--- config.mk ---
export PLATFORM = sky130hd
export DESIGN_NAME = uart_alu_ctrl
export DESIGN_NICKNAME = d
export VERILOG_FILES = /design/src/rtl/uart_alu_pkg.sv /design/src/rtl/uart_alu_word_asm.sv /design/src/rtl/uart_alu_ctrl.sv
export SDC_FILE = /design/constraint.sdc
export NUM_CORES = 1
export LEC_CHECK = 0
export BUFFER_PORTS_ARGS = -buffer_cell sky130_fd_sc_hd__buf_2
export CAP_MARGIN = 20
export CELL_PAD_IN_SITES_DETAIL_PLACEMENT = 0
export CELL_PAD_IN_SITES_GLOBAL_PLACEMENT = 2
export CORE_MARGIN = 3
export CORE_UTILIZATION = 46
export CTS_BUF_LIST = sky130_fd_sc_hd__clkbuf_4 sky130_fd_sc_hd__clkbuf_8
export DETAILED_ROUTE_END_ITERATION = 10
export GPL_ROUTABILITY_DRIVEN = 0
export GPL_TIMING_DRIVEN = 0
export HOLD_SLACK_MARGIN = 0.1
export PLACE_DENSITY_LB_ADDON = 0.05
export SYNTH_ARGS = -nofsm -noshare
export SYNTH_HDL_FRONTEND = slang
export SYNTH_HIERARCHICAL = 1
export SYNTH_SLANG_ARGS = --single-unit
--- constraint.sdc ---
create_clock -name clk_i -period 6.26 [get_ports clk_i]
set_clock_uncertainty 0.2 [all_clocks]
set_input_delay 1.252 -clock clk_i [delete_from_list [all_inputs] [get_ports clk_i]]
set_output_delay 1.252 -clock clk_i [all_outputs]
set_load 0.005 [all_outputs]
--- src/rtl/uart_alu_pkg.sv ---
// Shared opcodes, header length, FSM state encoding and opcode helpers for uart_alu_ctrl.
// Honours UART_ALU_MUL_EN: when defined, opcode 0x4D is a 32-bit multiply-reduce.
package uart_alu_pkg;

    localparam logic [7:0] OPC_ECHO = 8'hEC;
    localparam logic [7:0] OPC_ADD  = 8'hAD;
    localparam logic [7:0] OPC_MUL  = 8'h4D;
    localparam int         HDR_LEN  = 4;

    typedef enum logic [2:0] {
        ST_OPCODE,
        ST_RSVD,
        ST_LEN_LO,
        ST_LEN_HI,
        ST_ECHO,
        ST_ACC,
        ST_DRAIN,
        ST_RESP
    } state_e;

    function automatic logic is_arith(input logic [7:0] opc);
`ifdef UART_ALU_MUL_EN
        return (opc == OPC_ADD) || (opc == OPC_MUL);
`else
        return opc == OPC_ADD;
`endif
    endfunction

    function automatic logic [31:0] acc_identity(input logic [7:0] opc);
        return (opc == OPC_MUL) ? 32'd1 : 32'd0;
    endfunction

endpackage

--- src/rtl/uart_alu_word_asm.sv ---
// Little-endian byte-to-word assembler: word/word_valid are combinational on the 4th byte
// or on a flushed byte, with the unfilled upper bytes reading as zero.
module uart_alu_word_asm (
    input  logic        clk_i,
    input  logic        rst_ni,
    input  logic [7:0]  data,
    input  logic        data_valid,
    input  logic        flush,
    output logic [31:0] word,
    output logic        word_valid
);

    logic [31:0] part;
    logic [1:0]  idx;

    always_comb begin
        word = part;
        word[{idx, 3'b000} +: 8] = data;
    end

    assign word_valid = data_valid && (flush || (idx == 2'd3));

    always_ff @(posedge clk_i or negedge rst_ni) begin
        if (!rst_ni) begin
            part <= '0;
            idx  <= '0;
        end else if (data_valid) begin
            if (word_valid) begin
                part <= '0;
                idx  <= '0;
            end else begin
                part <= word;
                idx  <= idx + 2'd1;
            end
        end
    end

endmodule

--- src/rtl/uart_alu_ctrl.sv ---
// Length-framed UART command processor: echoes payload or reduces 32-bit LE words (ADD, optional MUL).
// Optional multiply opcode is enabled by defining UART_ALU_MUL_EN.
//
// state     | meaning
// ST_OPCODE | idle, waiting for opcode byte
// ST_RSVD   | skip reserved header byte
// ST_LEN_LO | capture low length byte
// ST_LEN_HI | capture high length byte, load accumulator identity, dispatch
// ST_ECHO   | forward payload bytes to TX with 1-cycle latency
// ST_ACC    | assemble payload into words and reduce into accumulator
// ST_DRAIN  | discard payload of unknown opcode
// ST_RESP   | serialise 4-byte accumulator, LSB first
module uart_alu_ctrl
    import uart_alu_pkg::*;
#(
    parameter int DATA_WIDTH = 8,
    parameter int LEN_WIDTH  = 16
) (
    input  logic                  clk_i,
    input  logic                  rst_ni,
    input  logic [DATA_WIDTH-1:0] s_axis_tdata,
    input  logic                  s_axis_tvalid,
    output logic                  s_axis_tready,
    output logic [DATA_WIDTH-1:0] m_axis_tdata,
    output logic                  m_axis_tvalid,
    input  logic                  m_axis_tready,
    output logic                  busy_o
);

    if (DATA_WIDTH != 8) begin : g_bad_width
        $error("uart_alu_ctrl supports DATA_WIDTH=8 only");
    end

    state_e                state;
    logic [7:0]            opcode;
    logic [7:0]            len_lo;
    logic [LEN_WIDTH-1:0]  len;
    logic [LEN_WIDTH-1:0]  cnt;
    logic [LEN_WIDTH-1:0]  cnt_inc;
    logic [LEN_WIDTH-1:0]  len_hdr;
    logic [31:0]           acc;
    logic [31:0]           acc_comb;
    logic [2:0]            resp_cnt;
    logic                  accept;
    logic                  last_byte;
    logic [31:0]           word;
    logic                  word_valid;

    always_comb begin
        case (state)
            ST_ECHO: s_axis_tready = !m_axis_tvalid || m_axis_tready;
            ST_RESP: s_axis_tready = 1'b0;
            default: s_axis_tready = 1'b1;
        endcase
    end

    assign accept    = s_axis_tvalid && s_axis_tready;
    assign cnt_inc   = (cnt == {LEN_WIDTH{1'b1}}) ? cnt : cnt + LEN_WIDTH'(1);
    assign last_byte = cnt_inc >= len;
    assign len_hdr   = LEN_WIDTH'({s_axis_tdata, len_lo});
    assign busy_o    = state != ST_OPCODE;

    uart_alu_word_asm u_word_asm (
        .clk_i      (clk_i),
        .rst_ni     (rst_ni),
        .data       (s_axis_tdata),
        .data_valid (accept && (state == ST_ACC)),
        .flush      (last_byte),
        .word       (word),
        .word_valid (word_valid)
    );

    always_comb begin
        acc_comb = acc + word;
`ifdef UART_ALU_MUL_EN
        if (opcode == OPC_MUL) acc_comb = acc * word;
`endif
    end

    always_ff @(posedge clk_i or negedge rst_ni) begin
        if (!rst_ni) begin
            state         <= ST_OPCODE;
            opcode        <= '0;
            len_lo        <= '0;
            len           <= '0;
            cnt           <= '0;
            acc           <= '0;
            resp_cnt      <= '0;
            m_axis_tdata  <= '0;
            m_axis_tvalid <= 1'b0;
        end else begin
            // Default: a held output byte clears once the TX side takes it; loads below override.
            if (m_axis_tvalid && m_axis_tready) m_axis_tvalid <= 1'b0;
            if (accept) cnt <= cnt_inc;

            case (state)
                ST_OPCODE: if (accept) begin
                    opcode <= s_axis_tdata;
                    cnt    <= LEN_WIDTH'(1);
                    state  <= ST_RSVD;
                end
                ST_RSVD: if (accept) state <= ST_LEN_LO;
                ST_LEN_LO: if (accept) begin
                    len_lo <= s_axis_tdata;
                    state  <= ST_LEN_HI;
                end
                ST_LEN_HI: if (accept) begin
                    len <= len_hdr;
                    acc <= acc_identity(opcode);
                    if (len_hdr <= LEN_WIDTH'(HDR_LEN))
                        state <= is_arith(opcode) ? ST_RESP : ST_OPCODE;
                    else if (opcode == OPC_ECHO)
                        state <= ST_ECHO;
                    else if (is_arith(opcode))
                        state <= ST_ACC;
                    else
                        state <= ST_DRAIN;
                end
                ST_ECHO: if (accept) begin
                    m_axis_tdata  <= s_axis_tdata;
                    m_axis_tvalid <= 1'b1;
                    if (last_byte) state <= ST_OPCODE;
                end
                ST_ACC: if (accept) begin
                    if (word_valid) acc <= acc_comb;
                    if (last_byte) state <= ST_RESP;
                end
                ST_DRAIN: if (accept && last_byte) state <= ST_OPCODE;
                ST_RESP: begin
                    if (resp_cnt != 3'd4) begin
                        if (!m_axis_tvalid || m_axis_tready) begin
                            m_axis_tdata  <= acc[{resp_cnt[1:0], 3'b000} +: 8];
                            m_axis_tvalid <= 1'b1;
                            resp_cnt      <= resp_cnt + 3'd1;
                        end
                    end else if (m_axis_tvalid && m_axis_tready) begin
                        resp_cnt <= '0;
                        acc      <= acc_identity(opcode);
                        state    <= ST_OPCODE;
                    end
                end
                default: state <= ST_OPCODE;
            endcase
        end
    end

endmodule

==> results.sh <==
export IMPL_wl_per_cell_um=20.66
export IMPL_cp_data_arrival_time_ns=5.84
export IMPL_setup_violations_final=0
export IMPL_htreeDepth=4
export IMPL_clkLatencyLatePin_ns=0.46
export IMPL_worstSetupPathType="reg2reg"
export IMPL_initial_utilization_pct=47.25
export IMPL_slowest_delay_ns=0.52
export IMPL_final_hold_viol_count=0
export IMPL_synth_distinct_cells=78
export IMPL_area_delta_synth_final_pct=10.85
export IMPL_powerDensity_mw_per_mm2=388.5
export IMPL_drcViolationCount=0
export IMPL_synth_compound_area_share_pct=22.78
export IMPL_outcome="completed"
export IMPL_cts_root_buf="clkbuf_8"
export IMPL_dp_hpwl_mm=18.40
export IMPL_drive_above_1_share_pct=14.92
export IMPL_critPathLaunchType="flop"
export IMPL_vias_per_cell=6.062
export IMPL_synth_top_family_by_area="compound AO/OA/AOI/OAI gates"
export IMPL_grt_max_degree=88
export IMPL_numCtsBuffers=17
export IMPL_cap_violations=0
export IMPL_syn_num_nets=966
export IMPL_ys_seq_elements=129
export IMPL_p_total_w=0.003680
export IMPL_ctsResizeCount=0
export IMPL_critPathTopFamily="compound AO/OA/AOI/OAI gates"
export IMPL_grt_setup_unrepaired="false"
export IMPL_row_count=49
export IMPL_antenna_found_initial=0
export IMPL_peakVddDrop_mv=0.1483
export IMPL_fin_tns_setup_ns=0
export IMPL_nets=1007
export IMPL_hold_ws_ns=0.2886
export IMPL_die_x_um=142.3
export IMPL_fin_crit_ns=5.696
export IMPL_grt_pass1_vias=7061
export IMPL_wl_mm=24.40
export IMPL_leakagePower_nw=4.275
export IMPL_cp_slowest_cell="a2111oi_0"
export IMPL_synthCells=898
export IMPL_synth_edff_count=0
export IMPL_grt_overflow=0
export IMPL_slew_headroom_pct=34.09
export IMPL_grt_usage_pct=24.75
export IMPL_dp_cells=1149
export IMPL_drtIter0Drc=546
export IMPL_core_mm2=0.01809
export IMPL_vias=7159
export IMPL_synth_ff_type="dfrtp_1"
export IMPL_fp_dieH_um=142.3
export IMPL_cts_sinks=129
export IMPL_clkSlewWorstSetupHoldPaths_ns=0.08
export IMPL_worstPathCellList="ha_1 -> nand3_1 -> nor4_4 -> nand2_2 -> mux2_1 -> ha_1 -> a2111oi_0 -> nand3b_1 -> a41oi_1 -> buf_6 -> o21ai_1 -> inv_1 -> a32o_1 -> nand2_1 -> buf_2 -> buf_2 -> nand2_1 -> o31ai_1"
export IMPL_postLayoutCoreUtil_pct=52.38
export IMPL_yosysWarningCount=6
export IMPL_final_common_cell="dfrtp_1"
export IMPL_die_area_mm2=0.02025
export IMPL_synth_seq_area_share_pct=37.77
export IMPL_synthMuxAreaShare_pct=7.511
export IMPL_syn_area_mm2=0.008546
export IMPL_postSynthAreaPerCell_um2=9.516
export IMPL_hold_buffers=0
export IMPL_synth_xor_area_share_pct=3.792
export IMPL_worstPathRequired_ns=6.40
export IMPL_worst_slew_pin_slew_ns=0.9802
export IMPL_cts_tree="built"
export IMPL_io_buffers=21
export IMPL_hold_class="reg2reg"
export IMPL_io_pins=23
export IMPL_ys_async_sr_fraction_pct=100.0
export IMPL_crit_fanout=10
export IMPL_worst_setup_path_end_kind="flop"
export IMPL_cp_num_buf_inv=4
export IMPL_period_share_pct=91.00
export IMPL_detail_route_antenna_nets=0
export IMPL_synth_simple_area_share_pct=14.41
export IMPL_dr_pass1_iters=5
export IMPL_cts_setup_buffers=0
export IMPL_diodes=0
export IMPL_layout_common_cells="dfrtp_1 (129), nand2_1 (92), inv_1 (67)"
export IMPL_grt_pass1_wl_mm=38.90
export IMPL_synthAdderAreaFrac_pct=8.287
export IMPL_fmax_mhz=175.5
export IMPL_stdcell_count=1181
export IMPL_finalMaxSlewViolations=0
export IMPL_cts_buffer_depth=2
[routing by layer]
layer	routed length [um]	track usage (%)	up-vias
met4	476	7.104	0
met1	10540	31.91	3537
li1	-	-	3401
met5	0	0	-
met3	1054	4.637	32
met2	12340	42.63	189
[worst min-delay path, delay by kind of cell (launching register included)]
kind	cells	cell delay, ns
flip-flops	1	0.35
AND/OR/NAND/NOR	1	0.05
AO/OA/AOI/OAI	1	0.06
[synth_stat cells (12+ instances only)]
cell type | number | area share, %
o211ai_1 | 12 | 1.1
o21ai_0 | 53 | 3.1
a21o_1 | 13 | 1.1
nand2_1 | 92 | 4.0
a21oi_1 | 54 | 3.2
a32o_1 | 18 | 2.1
o21ai_1 | 21 | 1.2
nand3_1 | 20 | 1.2
inv_1 | 67 | 2.9
dfrtp_1 | 129 | 38
ha_1 | 55 | 8.1
o32ai_1 | 14 | 1.4
a22o_1 | 20 | 2.0
mux2_2 | 32 | 4.2
xor2_1 | 19 | 1.9
a31oi_1 | 13 | 0.95
and3_1 | 13 | 0.95
buf_2 | 15 | 0.88
xnor2_1 | 18 | 1.8
o22ai_1 | 12 | 0.88
nor2_1 | 38 | 1.7
and2_1 | 13 | 0.95
clkbuf_1 | 22 | 0.97
[final cells by class]
type / count / area [um^2]
plain buffers: 42 / 210.2
clock buffers: 20 / 275.3
clock inverters: 12 / 226.5
fillers: 1644 / 8613
inverters: 68 / 255.2
multi-input cells: 659 / 4852
flip-flops and latches: 129 / 3228
well taps: 229 / 286.5
repair buffers: 22 / 138.9
[path summary, 6_finish.rpt]
path	end	slack [ns]	from	cells past startpoint
min	m_axis_tdata[5]	0.29	m_axis_tdata[5]	2
max	acc[4]	0.56	flop	18
max reg2reg	acc[4]	0.56	flop	18
min in group asynchronous	acc[13]	0.52	rst_ni	1
min reg2reg	m_axis_tdata[5]	0.29	m_axis_tdata[5]	2
max in group asynchronous	u_word_asm/part[23]	4.51	rst_ni	2
[per-stage QoR]
step	worst slack (ns)	area, um^2
3_3_place_gp	0.6023	8937
5_1_grt	0.08641	9473
6_report	0.5635	9473
4_1_cts	0.4866	9473
2_1_floorplan	2.101	8546
3_5_place_dp	0.5518	8971
[cell families (layout without fill, tap and decap cells)]
family                   Yosys count  count (layout)
AO/OA/AOI/OAI                    278             278
XOR/XNOR                          37              37
adder cells (fa/ha/maj)           56              56
buffers and inverters            110             164
flip-flops                       129             129
multiplexers                      50              50
AND/OR/NAND/NOR                  238             238
[where the power goes]
group	leakage [nW]	internal, W	total (W)	switching [W]
registers	1.68	0.00107	0.00123	0.000162
logic	2.34	0.000631	0.00155	0.000914
clock network	0.246	0.000549	0.000907	0.000358
(Power assumes the default switching activity.)
